==> config.mk <==
export PLATFORM = sky130hd
export DESIGN_NAME = alu_result_buffer
export DESIGN_NICKNAME = d
export VERILOG_FILES = /design/src/rtl/alu_result_buffer.sv
export SDC_FILE = /design/constraint.sdc
export NUM_CORES = 1
export LEC_CHECK = 0
export CAP_MARGIN = 20
export CELL_PAD_IN_SITES_DETAIL_PLACEMENT = 0
export CELL_PAD_IN_SITES_GLOBAL_PLACEMENT = 1
export CORE_MARGIN = 2
export CORE_UTILIZATION = 41
export CTS_BUF_LIST = sky130_fd_sc_hd__clkbuf_4 sky130_fd_sc_hd__clkbuf_8 sky130_fd_sc_hd__clkbuf_16
export DETAILED_ROUTE_END_ITERATION = 6
export GPL_ROUTABILITY_DRIVEN = 0
export PLACE_DENSITY = 0.78
export SETUP_SLACK_MARGIN = 0.15
export SYNTH_ARGS = -nofsm -noshare
export SYNTH_HDL_FRONTEND = slang
export SYNTH_SLANG_ARGS = --single-unit
==> constraint.sdc <==
create_clock -name clk -period 1.69 [get_ports clk]
set_clock_uncertainty 0.1 [all_clocks]
set_input_delay 0.338 -clock clk [delete_from_list [all_inputs] [get_ports clk]]
set_output_delay 0.338 -clock clk [all_outputs]
set_load 0.02 [all_outputs]
==> src/rtl/alu_result_buffer.sv <==
// alu_result_buffer: two-entry FIFO that captures ALU results and the flags
// derived from them (zero, carry, negative, {mode, op} tag) at push time.
// Optional build macro ALU_RESULT_BUFFER_STATS_EN adds saturating 8-bit
// counters for accepted pushes and stalled input cycles.
module alu_result_buffer (
  input  logic       clk,
  input  logic       rst_n,
  input  logic       in_valid,
  output logic       in_ready,
  input  logic [3:0] in_res,
  input  logic       in_cout,
  input  logic       in_mode,
  input  logic [2:0] in_op,
  output logic       out_valid,
  input  logic       out_ready,
  output logic [3:0] out_res,
  output logic       out_carry,
  output logic       out_zero,
  output logic       out_neg,
  output logic [3:0] out_tag
`ifdef ALU_RESULT_BUFFER_STATS_EN
  ,
  output logic [7:0] stat_pushes,
  output logic [7:0] stat_stalls
`endif
);

  typedef enum logic [1:0] {
    StEmpty = 2'd0,
    StOne   = 2'd1,
    StFull  = 2'd2
  } state_e;

  // Entry layout: [10:7] tag, [6] neg, [5] zero, [4] carry, [3:0] res
  localparam int unsigned EntryW = 11;

  state_e              state_q, state_d;
  logic                wr_ptr_q, rd_ptr_q;
  logic [EntryW-1:0]   mem_q [2];
  logic                armed_q;
  logic                push, pop;
  logic [EntryW-1:0]   new_entry;
  logic [EntryW-1:0]   head;

  // Handshakes; in_ready stays low until the first edge after reset release
  always_comb begin
    in_ready  = armed_q && (state_q != StFull);
    out_valid = (state_q != StEmpty);
    push      = in_valid && in_ready;
    pop       = out_valid && out_ready;
  end

  // Flags are derived here so the consumer never sees logical-mode carry garbage
  always_comb begin
    new_entry = {in_mode, in_op,
                 in_mode & in_res[3],
                 (in_res == 4'b0000),
                 in_mode & in_cout,
                 in_res};
  end

  // Occupancy FSM next-state
  always_comb begin
    state_d = state_q;
    unique case (state_q)
      StEmpty: if (push) state_d = StOne;
      StOne: begin
        if (push && !pop)      state_d = StFull;
        else if (pop && !push) state_d = StEmpty;
      end
      StFull:  if (pop) state_d = StOne;
      default: state_d = StEmpty;
    endcase
  end

  // State, pointer and arming registers
  always_ff @(posedge clk or negedge rst_n) begin
    if (!rst_n) begin
      state_q  <= StEmpty;
      wr_ptr_q <= 1'b0;
      rd_ptr_q <= 1'b0;
      armed_q  <= 1'b0;
    end else begin
      state_q  <= state_d;
      armed_q  <= 1'b1;
      if (push) wr_ptr_q <= ~wr_ptr_q;
      if (pop)  rd_ptr_q <= ~rd_ptr_q;
    end
  end

  // Entry storage, cleared by reset
  always_ff @(posedge clk or negedge rst_n) begin
    if (!rst_n) begin
      mem_q[0] <= '0;
      mem_q[1] <= '0;
    end else if (push) begin
      mem_q[wr_ptr_q] <= new_entry;
    end
  end

  // Head outputs are forced to zero whenever nothing is valid
  always_comb begin
    head      = out_valid ? mem_q[rd_ptr_q] : '0;
    out_res   = head[3:0];
    out_carry = head[4];
    out_zero  = head[5];
    out_neg   = head[6];
    out_tag   = head[10:7];
  end

`ifdef ALU_RESULT_BUFFER_STATS_EN
  logic [7:0] push_cnt_q, stall_cnt_q;

  // Saturating event counters
  always_ff @(posedge clk or negedge rst_n) begin
    if (!rst_n) begin
      push_cnt_q  <= 8'd0;
      stall_cnt_q <= 8'd0;
    end else begin
      if (push && (push_cnt_q != 8'hFF)) push_cnt_q <= push_cnt_q + 8'd1;
      if (in_valid && !in_ready && (stall_cnt_q != 8'hFF)) begin
        stall_cnt_q <= stall_cnt_q + 8'd1;
      end
    end
  end

  assign stat_pushes = push_cnt_q;
  assign stat_stalls = stall_cnt_q;
`endif

endmodule
# Word level (Yosys, flattened, before mapping)

Index checks and enable logic that the tools add are counted.

$lt $le $gt $ge: 3
Equality and inequality tests: 6
Muxes and demuxes: 12
Reduce and logical (&&, ||, !) cells: 12
Bitwise logic cells: 6

Operators by type and width:

| cell                                                | number |
|---|---|
| 2-to-1 mux 11 bit                                   | 5 |
| bitwise mux 22 bit                                  | 1 |
| demux 11 bit (select 1 bit)                         | 1 |
| 2-to-1 mux 2 bit                                    | 4 |
| logical AND 1 bit                                   | 6 |
| inequality test 2 bit, second input constant        | 3 |
| case mux 2 bit (3 select lines)                     | 1 |
| >= comparator 2 bit, second input constant          | 2 |
| zero test 4 bit                                     | 1 |
| NOT 1 -> 2 bit                                      | 2 |
| inequality test 3 bit, second input constant        | 1 |
| AND reduction 3 bit                                 | 1 |
| AND 1 bit                                           | 2 |
| equality test 2 x 1 -> 1 bit, second input constant | 1 |
| equality test 2 bit, second input constant          | 1 |
| zero test 1 bit                                     | 2 |
| zero test 2 bit                                     | 1 |
| < comparator 2 x 1 -> 1 bit, second input constant  | 1 |
| NOT 1 bit                                           | 2 |
| nonzero test 2 bit                                  | 1 |

Input bits: 13
Flip-flop bits (word level): 27
Word-level logic and storage cells: 45
Output and inout bits: 13

# Depth between registers and ports, before layout

Depth in word-level cells: 8
Mapped depth: 4
Gate-level depth less buffers: 3

# Worst setup path after synthesis

Ideal clock, no wire load.

Kind: register -> output
Start point: register state_q[1]
End point: output port out_neg
Cell stages (with the launch flop): 4
Arrival time: 1.055 ns
Setup slack: 0.197 ns
Data required time: 1.252 ns
Cells stage by stage: dfrtp_1 -> nor2_1 -> clkbuf_1 -> nor2_1

Longest elaborated chain between the ends: 2

Ends and longest elaborated chain:

| element                | RTL line | source |
|---|---|---|
| from (decl)            | 37       | `state_e state_q, state_d;` |
| from (signal assigned) | 79       | `state_q <= StEmpty;` |
| from (signal assigned) | 84       | `state_q <= state_d;` |
| nonzero test 2 bit     | 48       | `out_valid = (state_q != StEmpty);` |
| 2-to-1 mux 11 bit      | 103      | `head = out_valid ? mem_q[rd_ptr_q] : '0;` |
| to (decl)              | 19       | `output logic out_neg,` |

No other way between the ends.

# Worst setup path after layout

Start point: register rd_ptr_q
End point: output port out_neg

Longest elaborated chain between the ends: 5

Ends and longest elaborated chain:

| element                                              | RTL line | source |
|---|---|---|
| from (decl)                                          | 38       | `logic wr_ptr_q, rd_ptr_q;` |
| from (signal assigned)                               | 87       | `if (pop) rd_ptr_q <= ~rd_ptr_q;` |
| NOT 1 -> 2 bit (implied by the code)                 | 103      |  |
| 2-to-1 mux 11 bit (implied by the code) (3 in a row) | 103      |  |
| 2-to-1 mux 11 bit                                    | 103      |  |

No other way between the ends. The select of a mux whose other input is x is not followed.

==> flow_results.org <==
** Run status
- The flow ran to the end, but the final reports show violations.
- Violated checks :: setup timing

** Routing
- After detailed routing, the number of remaining DRC violations is 0.
- Vias after detailed routing :: 886
- Wires add up to 2779 um.
- Avg Vias per Cell :: 4.842
- Initial drt markers :: 29
- First-pass iteration count of the detailed router :: 3
- Final routed wire length divided by cell count :: 15.19 um
- Count of antenna-violating nets left after detailed routing :: 0

** Timing
- Setup-failing EPs final :: 12
- Setup repair after global routing could not meet its margin everywhere.
- Minimum setup slack in the final design :: -0.05114 ns
- Final critical path time including I/O delays and setup :: 1.741 ns
- The worst path uses 103.0% of the clock period.
- The number of failing hold endpoints at the final stage came to 0.
- Max-slew violations :: 0
- For the final routed database, the setup TNS stands at -0.4893 ns.
- Highest clock frequency the design can meet :: 0.5743 GHz

** Yosys
- Counting every net in the synthesized netlist gives 110.
- Sequential elements use 50.37% of the synthesized area.
- Of the post-synthesis cell area, the dominant cell type holds 50.37%.
- After Yosys synthesis, XOR and XNOR cells account for 1.306% of the synthesized area.
- Largest cells by area after synthesis :: dfrtp_1, mux2_4, mux2i_1
- The synthesized netlist devotes 1.772% of its cell area to compound gates.
- Each instance of the synthesized netlist takes up on average 13.83 um2.
- The largest total area in the synthesized netlist belongs to dfrtp_1.
- Synthesized instance count :: 97
- Of the post-synthesis cell area, the part taken by muxes is 33.02%.
- After Yosys synthesis, and, or, nand and nor cells account for 10.63% of the synthesized area.
- The synthesized netlist devotes 0% of its cell area to adder and majority cells.
- In this run, distinct cell masters in the synthesized netlist total 24.
- Syn Std Cell Area :: 0.001341 mm2
- Number of warnings printed during yosys synthesis :: 0
- Main combinational cell family by area after synthesis :: multiplexers
- FF+latch count, synth :: 27

** Min path
- Worst min path class :: input port to async pin

** Floorplanning
- Once the floorplan was initialized, standard cells occupied 43.58% of the core.
- Measured along the x axis, the die boundary spans 61.20 um.
- The floorplan has 20 rows.
- Count of boundary I/O pins :: 26
- The floorplan step defined a die boundary enclosing 0.003745 mm2.
- From bottom edge to top edge, the die measures 61.20 um.
- After floorplanning, the core was sized to cover 0.003078 mm2.

** Power and ir drop
- In this run the power density over the cells is 1515 mW/mm2.
- Leakage power figure :: 0.8954 nW
- Across the VDD grid, the largest voltage drop is 0.6296 mV.
- The design draws 2.778 mW.

** Clock tree
- Maximum clock path buffer count :: 2
- Clock tree from TritonCTS :: yes
- Clock slew at the register clock pins of the worst setup and hold paths :: 0.14 ns
- The clock reaches the later pin of the worst-skew pair after 0.32 ns.
- After clock tree synthesis, the flow added hold-fix buffers numbering 0.
- CTS saw 27 sinks.
- CTS Root Buffer Type :: clkbuf_4
- Num CTS Buffers :: 3
- CTS built an H-tree with a depth of 1.

** GRT
- Global-route wire length before repair :: 4478 um
- Total GRT Usage :: 16.90%
- Entering global routing, the biggest net connects 28 pins.
- The number of antenna violations at the first check in global routing came to 0.
- The number of global-route vias before repair came to 918.
- Global routing finished with a remaining overflow of 0.

** Worst setup path
- At the worst endpoint, the arrival time is 1.30 ns.
- WS Path Type :: flip-flop to primary output
- Required time of the worst setup path :: 1.25 ns
- Worst-path fanout max :: 7
- Sort of element at the start of the critical path :: flip-flop
- The worst setup path is captured at a primary output.

** Placed design
- The HPWL after detailed placement is 1901 um.
- Buffers placed on the I/O ports in this run total 25.
- The number of placed instances, taps included, is 175.

** Cells and area
- Filler instances :: 269
- Measured on the finished design, the core utilization comes to 59.55%.
- Layout area overhead :: 36.66%
- After the last flow step, the layout net total stands at 153.
- Share of final-layout standard cells stronger than drive strength 1 :: 45.32%
- The repair_antennas step left the layout with diodes totalling 0.
- After the flow finishes, the layout carries non-filler instances totaling 183.

** Flow run
- Number of maximum-capacitance constraint violations :: 0
==> cells in the final DEF, fill, tap and decap left out, types with 2 or more instances in the layout <==
master,count
and2_1,2
buf_12,2
buf_2,7
buf_4,10
buf_6,10
clkbuf_4,4
clkdlybuf4s50_1,12
dfrtp_1,27
mux2_4,22
mux2i_1,11
nand2_1,2
nor2_1,11
xnor2_1,2
==> kinds of logic (layout without fill, tap and decap cells) <==
| logic type | count (synthesis) | after routing |
|---|---|---|
| other | 1 | 1 |
| AO/OA/AOI/OAI | 4 | 4 |
| flip-flops | 27 | 27 |
| AND/OR/NAND/NOR | 24 | 24 |
| XOR/XNOR | 2 | 2 |
| multiplexers | 34 | 34 |
| buffers and inverters | 5 | 47 |
==> where the power goes <==
| part | total [mW] | internal [mW] | switching (mW) |
|---|---|---|---|
| combinational | 1.35 | 0.829 | 0.526 |
| sequential | 1.13 | 0.925 | 0.203 |
| clock | 0.296 | 0.109 | 0.187 |
| total | 2.78 | 1.86 | 0.916 |
==> stage by stage <==
| step | worst slack, ns | hold slack [ns] | area (um2) |
|---|---|---|---|
| after global routing | -0.1557 | 0.2883 | 1833 |
| final | -0.05114 | 0.2685 | 1833 |
| after detailed placement | -0.1805 | 0.3971 | 1738 |
| after floorplan | 0.1972 | -0.05759 | 1341 |
| after global placement | -0.1583 | 0.3912 | 1738 |
| after CTS | -0.07820 | 0.2631 | 1829 |
==> layer usage <==
metal / vias to the layer above / global-route usage (%) / share of wire [%]
met4: 0 / 3.727 / 0.61
met5: - / 0 / 0
met2: 16 / 28.27 / 51
met1: 448 / 21.58 / 44
li1: 420 / - / -
met3: 2 / 5.252 / 4.4
==> timing repair <==
item | CTS | global route
cloned | 1 | 0
endpoints found under the setup margin | 34 | 35
gates resized for setup | 75 | 3
buffers inserted | 3 | 0
pin swaps | 2 | 1
==> sequential cells by signal, summed over array words and instances, names as in the netlist <==
name,count
rd_ptr_q,1
wr_ptr_q,1
mem_q,22
state_q,2
armed_q,1
==> layout make-up <==
type | count | area (um2) | share of cell area (%)
multi-input cells | 65 | 660.6 | 36.04
inverters | 1 | 3.754 | 0.2048
flip-flops and latches | 27 | 675.6 | 36.86
clock buffers | 4 | 30.03 | 1.638
repair buffers | 42 | 407.9 | 22.25
well taps | 44 | 55.05 | 3.003
==> worst paths after layout <==
kind | endpoint | from | slack (ns) | depth (start not counted)
worst max-delay path | out_neg | rd_ptr_q$_DFFE_PN0P_ | -0.05 | 4
worst min-delay path | mem_q[8]$_DFFE_PN0P_ | rst_n | 0.27 | 2
worst max register to register | mem_q[17]$_DFFE_PN0P_ | state_q[0]$_DFFE_PN0P_ | 0.03 | 6
worst min register to register | mem_q[0]$_DFFE_PN0P_ | mem_q[0]$_DFFE_PN0P_ | 0.43 | 1
max in group asynchronous | mem_q[3]$_DFFE_PN0P_ | rst_n | 0.97 | 2
min in group clk | mem_q[0]$_DFFE_PN0P_ | mem_q[0]$_DFFE_PN0P_ | 0.43 | 1
==> Yosys cell counts <==
| master | n |
|---|---|
| dfrtp_1 | 27 |
| mux2_4 | 20 |
| mux2i_1 | 12 |
| nor2_1 | 12 |
| and2_1 | 3 |
| buf_6 | 2 |
| mux2_2 | 2 |
| nand2_1 | 2 |
| xnor2_1 | 2 |
| a21oi_1 | 1 |
| buf_2 | 1 |
| clkbuf_1 | 1 |
| conb_1 | 1 |
| inv_1 | 1 |
| nand2b_4 | 1 |
| nand3_1 | 1 |
| nand4_2 | 1 |
| nand4b_1 | 1 |
| nor2b_1 | 1 |
| nor3b_4 | 1 |
| nor4_1 | 1 |
| o21a_1 | 1 |
| o21ai_0 | 1 |
| o22ai_1 | 1 |
==> critical path: stages (launching register included) <==
cell and delay (ns):
dfrtp_1 0.43, buf_12 0.15, mux2i_2 0.20, nor2_1 0.05
buf_2 0.15
Note: power is estimated with default switching activity, not from simulation.
